[config.mk]
export PLATFORM = sky130hd
export DESIGN_NAME = alsu_cmd_driver
export DESIGN_NICKNAME = d
export VERILOG_FILES = /design/src/rtl/alsu_cmd_driver.sv
export SDC_FILE = /design/constraint.sdc
export NUM_CORES = 1
export LEC_CHECK = 0
export ABC_AREA = 0
export BUFFER_PORTS_ARGS = -buffer_cell sky130_fd_sc_hd__buf_2
export CAP_MARGIN = 20
export CORE_MARGIN = 3
export CORE_UTILIZATION = 52
export CTS_BUF_LIST = sky130_fd_sc_hd__clkbuf_8 sky130_fd_sc_hd__clkbuf_16
export DETAILED_ROUTE_END_ITERATION = 10
export GPL_TIMING_DRIVEN = 0
export PLACE_DENSITY = 0.82
export SYNTH_ARGS = -nofsm -noshare
export SYNTH_HDL_FRONTEND = slang
export SYNTH_SLANG_ARGS = --single-unit
export TNS_END_PERCENT = 100
[constraint.sdc]
create_clock -name clk -period 2.4 [get_ports clk]
set_clock_uncertainty 0.15 [all_clocks]
set_input_delay 0.12 -clock clk [delete_from_list [all_inputs] [get_ports clk]]
set_output_delay 0.12 -clock clk [all_outputs]
set_load 0.02 [all_outputs]
[src/rtl/alsu_cmd_driver.sv]
// Command driver for an ALSU: latches one command, drives the ALSU pins for a
// programmable number of cycles, waits out the ALSU pipeline, then returns the
// captured result on a valid/ready response channel.
module alsu_cmd_driver #(
  // ALSU input-register-to-out delay in clock edges, legal range 1..7
  parameter int unsigned ALSU_LATENCY = 2
) (
  input  logic              clk,
  input  logic              rst,

  // Command channel
  input  logic              cmd_valid,
  output logic              cmd_ready,
  input  logic [2:0]        cmd_opcode,
  input  logic signed [2:0] cmd_a,
  input  logic signed [2:0] cmd_b,
  input  logic              cmd_cin,
  input  logic              cmd_serial_in,
  input  logic              cmd_red_a,
  input  logic              cmd_red_b,
  input  logic              cmd_bypass_a,
  input  logic              cmd_bypass_b,
  input  logic              cmd_direction,
  input  logic [1:0]        cmd_reps,

  // ALSU pin drives
  output logic [2:0]        alsu_opcode,
  output logic [2:0]        alsu_A,
  output logic [2:0]        alsu_B,
  output logic              alsu_cin,
  output logic              alsu_serial_in,
  output logic              alsu_red_op_A,
  output logic              alsu_red_op_B,
  output logic              alsu_bypass_A,
  output logic              alsu_bypass_B,
  output logic              alsu_direction,

  // ALSU results
  input  logic signed [5:0] alsu_out,
  input  logic [15:0]       alsu_leds,

  // Response channel
  output logic              rsp_valid,
  input  logic              rsp_ready,
  output logic signed [5:0] rsp_out,
  output logic              rsp_invalid,
  output logic              rsp_leds_nz,

  output logic              busy
);

  typedef enum logic [1:0] {
    StIdle,
    StDrive,
    StWait,
    StResp
  } state_e;

  // Everything the ALSU pins carry, in pin order
  typedef struct packed {
    logic [2:0] opcode;
    logic [2:0] a;
    logic [2:0] b;
    logic       cin;
    logic       serial_in;
    logic       red_a;
    logic       red_b;
    logic       bypass_a;
    logic       bypass_b;
    logic       direction;
  } cmd_t;

  // Wait counter counts down to zero, so it is loaded with one less than the latency
  localparam logic [2:0] WaitLoad = 3'(ALSU_LATENCY - 1);

  state_e            state_q, state_d;
  cmd_t              cmd_q, cmd_d;
  cmd_t              pins_q, pins_d;
  cmd_t              cmd_in;
  logic [1:0]        rep_cnt_q, rep_cnt_d;
  logic [2:0]        wait_cnt_q, wait_cnt_d;
  logic signed [5:0] rsp_out_q, rsp_out_d;
  logic              rsp_invalid_q, rsp_invalid_d;
  logic              rsp_leds_nz_q, rsp_leds_nz_d;
  logic              cmd_invalid;

  assign cmd_in = {cmd_opcode, cmd_a, cmd_b, cmd_cin, cmd_serial_in, cmd_red_a, cmd_red_b,
                   cmd_bypass_a, cmd_bypass_b, cmd_direction};

  // Invalid-operation flag of the latched command; bypass masks it
  always_comb begin
    cmd_invalid = !(cmd_q.bypass_a || cmd_q.bypass_b) &&
                  (((cmd_q.red_a || cmd_q.red_b) && (cmd_q.opcode[1] || cmd_q.opcode[2])) ||
                   (cmd_q.opcode[1] && cmd_q.opcode[2]));
  end

  // Next-state logic: accept, drive repetitions, latency wait, response hold
  always_comb begin
    state_d       = state_q;
    cmd_d         = cmd_q;
    rep_cnt_d     = rep_cnt_q;
    wait_cnt_d    = wait_cnt_q;
    rsp_out_d     = rsp_out_q;
    rsp_invalid_d = rsp_invalid_q;
    rsp_leds_nz_d = rsp_leds_nz_q;

    unique case (state_q)
      StIdle: begin
        if (cmd_valid) begin
          cmd_d     = cmd_in;
          rep_cnt_d = cmd_reps;
          state_d   = StDrive;
        end
      end
      StDrive: begin
        if (rep_cnt_q == 2'd0) begin
          wait_cnt_d = WaitLoad;
          state_d    = StWait;
        end else begin
          rep_cnt_d = rep_cnt_q - 2'd1;
        end
      end
      StWait: begin
        if (wait_cnt_q == 3'd0) begin
          // alsu_out now reflects the last driven cycle; capture it bit-exact
          rsp_out_d     = alsu_out;
          rsp_invalid_d = cmd_invalid;
          rsp_leds_nz_d = |alsu_leds;
          state_d       = StResp;
        end else begin
          wait_cnt_d = wait_cnt_q - 3'd1;
        end
      end
      StResp: begin
        if (rsp_ready) begin
          rsp_out_d     = '0;
          rsp_invalid_d = 1'b0;
          rsp_leds_nz_d = 1'b0;
          state_d       = StIdle;
        end
      end
      default: state_d = StIdle;
    endcase
  end

  // Pins are registered and carry the command only while the next state is DRIVE,
  // so the ALSU sees zeros (and its out clears) in every other state
  always_comb begin
    pins_d = (state_d == StDrive) ? cmd_d : '0;
  end

  // State and datapath registers
  always_ff @(posedge clk or negedge rst) begin
    if (!rst) begin
      state_q       <= StIdle;
      cmd_q         <= '0;
      pins_q        <= '0;
      rep_cnt_q     <= 2'd0;
      wait_cnt_q    <= 3'd0;
      rsp_out_q     <= '0;
      rsp_invalid_q <= 1'b0;
      rsp_leds_nz_q <= 1'b0;
    end else begin
      state_q       <= state_d;
      cmd_q         <= cmd_d;
      pins_q        <= pins_d;
      rep_cnt_q     <= rep_cnt_d;
      wait_cnt_q    <= wait_cnt_d;
      rsp_out_q     <= rsp_out_d;
      rsp_invalid_q <= rsp_invalid_d;
      rsp_leds_nz_q <= rsp_leds_nz_d;
    end
  end

  assign cmd_ready      = (state_q == StIdle);
  assign busy           = (state_q != StIdle);
  assign rsp_valid      = (state_q == StResp);
  assign rsp_out        = rsp_out_q;
  assign rsp_invalid    = rsp_invalid_q;
  assign rsp_leds_nz    = rsp_leds_nz_q;

  assign alsu_opcode    = pins_q.opcode;
  assign alsu_A         = pins_q.a;
  assign alsu_B         = pins_q.b;
  assign alsu_cin       = pins_q.cin;
  assign alsu_serial_in = pins_q.serial_in;
  assign alsu_red_op_A  = pins_q.red_a;
  assign alsu_red_op_B  = pins_q.red_b;
  assign alsu_bypass_A  = pins_q.bypass_a;
  assign alsu_bypass_B  = pins_q.bypass_b;
  assign alsu_direction = pins_q.direction;

endmodule

==> metrics.csv <==
metric,value,unit
run status,"finished, violations left",
failing checks,hold timing,
Ports,71,
DRC,0,
power density cells,1280,nW/um^2
"Hold Vio Cnt, Final",1,
Clock Path Buffers,2,
top cell type by total area after synthesis,dfrtp_1,
Slew @ Worst Pin,0.522,ns
Yosys cell types,32,
Critical R2R Launch,state_q[0],
Detailed Route WL,4710,um
final period utilization,0.784,
Peak supply drop,0.000641,V
RSZ-0062 raised after global routing,false,
Setup TNS,0,ns
post-route setup slack,0.518,ns
die width,67.4,um
kind of critical path,reg -> reg,
cts repair resizes,0,
layout cells sized above 1,0.427,
Pre-antenna DRT Iters,4,
HPWL after DPL,2930,um
"Clk Latency, worst-skew pair",0.30,ns
Finished Core Util,0.795,
initial antenna violation count,0,
hold_sp,alsu_leds[14],
Final Cell Area,2760,sq um
global route total overflow,0,
Post-synth top flop,dfrtp_1,
Final Critical Period,1.88,ns
Final GP Congestion,0.816,
first-pass GRT wire length,7220,um
htree depth,2,
Placed Cells,258,
Synth Register Bits,47,
FILL cells,202,
Rows,21,
Slew Limit Fails,0,
Vias,1485,
Synth Warn #,0,
largest net degree at the start of global routing,48,
wire per inst,16.1,um
reg2reg path depth,4,
Die ar.,4540,sq um
GRT Total Usage,0.220,
postcts setup bufs,0,
sequential fraction of the synthesis area,0.600,
Final setup viols,0,
Slew HR,0.650,
Hold Path End,rsp_leds_nz,
post-route antenna net violation count,0,
Hold Buf Count CTS,25,
Worst Path Arrival,1.93,ns
port bufs,70,
worst-case hold slack,-0.00661,ns
category of the worst setup path launch point,flip-flop,
Core ar.,3470,sq um
leakage power,1.44,nW
initial detailed-routing violation count,43,
Yosys top cell area share,0.600,
CTS tree,yes,
Cells after Synth,142,
Final Net Count,292,
Area Growth Syn to Fin,40.8,%
Clock Tree Root,clkbuf_8,
Setup crit end kind,flip-flop,
Hold Crit Class,in -> reg,
largest fanout on the critical path,10,
Synth area leaders,"dfrtp_1 (60%), mux2_4 (7.7%), mux2_2 (4.0%)",
max frequency,0.531,GHz
fin cells,292,
ant diodes,0,
Max-cap violations,0,
Critical Path RT,2.44,ns
clock-pin slew on the worst setup and hold paths,0.09,ns
number of synthesized flops with an enable pin,0,
Reg area,1180,sq um
clock sink total,47,
Area after DPL,2370,sq um
hold path depth,4,
Num CTS Buffers,5,
vias in the first global route,1603,
reg2reg end,alsu_A[2],
synthesized area per cell,13.8,sq um
Post-Syn Nets,189,
Multi-input gate area,731,sq um
Post-synth ARST share,1.00,
Setup WS pre-CTS,0.552,ns
starting density of the core,0.565,
Die Span Y,67.4,um
Vias/cell,5.09,
synthesized cell area,1960,sq um
r2r setup slk,0.52,ns
==> report_power, final <==
| group | internal (W) | total (W) | switching (W) | leakage, nW |
|---|---|---|---|---|
| logic | 0.000731 | 0.00159 | 0.000856 | 0.790 |
| registers | 0.00116 | 0.00134 | 0.000181 | 0.593 |
| clock network | 0.000343 | 0.000610 | 0.000268 | 0.0618 |
==> final cells by class <==
cell class | instances | area share
Buffer | 4 | 0.00952
Clock buffer | 6 | 0.0299
Clock inverter | 2 | 0.0141
Inverter | 7 | 0.00952
Multi-Input combinational cell | 84 | 0.265
Sequential cell | 47 | 0.426
Tap cell | 46 | 0.0209
Timing Repair Buffer | 96 | 0.225
==> synth_stat cells, types with 2 or more instances <==
| cell type | instances |
|---|---|
| buf_2 | 3 |
| nor2b_1 | 8 |
| and2b_1 | 10 |
| inv_1 | 7 |
| nand2_1 | 2 |
| ha_1 | 3 |
| and2_1 | 2 |
| o221ai_1 | 2 |
| nor4_1 | 4 |
| dfrtp_1 | 47 |
| nand2b_1 | 5 |
| nor3_1 | 2 |
| mux2_2 | 7 |
| a22o_1 | 7 |
| o21ai_0 | 2 |
| mux2_4 | 10 |
| a21oi_1 | 4 |
| mux2i_1 | 3 |
==> cells by family after synthesis <==
| kind of cell | after synthesis | synth area share |
|---|---|---|
| mux | 20 | 0.132 |
| simple gates | 40 | 0.139 |
| buf+inv | 11 | 0.0268 |
| flops | 47 | 0.600 |
| fa+ha+maj | 3 | 0.0192 |
| compound gates | 21 | 0.0824 |
==> critical path, stage by stage (launching register included) <==
cell and delay [ns]:
dfrtp_1 0.46, nor3b_4 0.43, buf_6 0.25, mux2_4 0.32, and2b_1 0.17
==> through the flow <==
| step | hold WS (ns) | power (W) |
|---|---|---|
| after global placement | 0.161 | 0.00278 |
| after CTS | 0.00150 | 0.00353 |
| after global routing | 0.0109 | 0.00375 |
| after detailed placement | 0.184 | 0.00287 |
| final | -0.00661 | 0.00354 |
| after floorplan | -0.326 | 0.00241 |
==> state kept, by name, indices dropped and copies added, names as in the netlist, 2 cells and up <==
signal       cells
alsu_opcode      3
rsp_out          6
alsu_A           3
state_q          2
rep_cnt_q        2
cmd_q           16
alsu_B           3
wait_cnt_q       3
==> cells in the final DEF (no fill, tap or decap), types with 3 or more instances in the layout <==
cell type,count
nand2b_1,5
inv_1,7
dfrtp_1,47
mux2i_1,3
buf_2,73
dlygate4sd3_1,25
a22o_1,7
mux2_2,7
nor2b_1,8
a21oi_1,4
and2b_1,10
ha_1,3
nor4_1,4
mux2_4,10
clkbuf_8,6
==> per-layer routing <==
metal | up-vias | wire, um | track usage
met5 | - | 0 | 0
met4 | 0 | 111 | 0.0911
met3 | 13 | 318 | 0.0815
met2 | 58 | 2460 | 0.387
met1 | 715 | 1820 | 0.238
li1 | 699 | - | -
==> worst max-delay path by stage <==
stage	startpoint	endpoint	slack, ns	cells past startpoint
3_5_place_dp	state_q[0]	alsu_A[2]	0.55	4
2_1_floorplan	state_q[1]	alsu_A[0]	0.73	4
6_report	state_q[0]	alsu_A[2]	0.52	4
4_1_cts	state_q[0]	alsu_cin	0.54	4
5_1_grt	state_q[1]	alsu_B[2]	0.47	4
3_3_place_gp	state_q[1]	alsu_A[2]	0.60	4
Note: power is estimated with default switching activity, not from simulation.
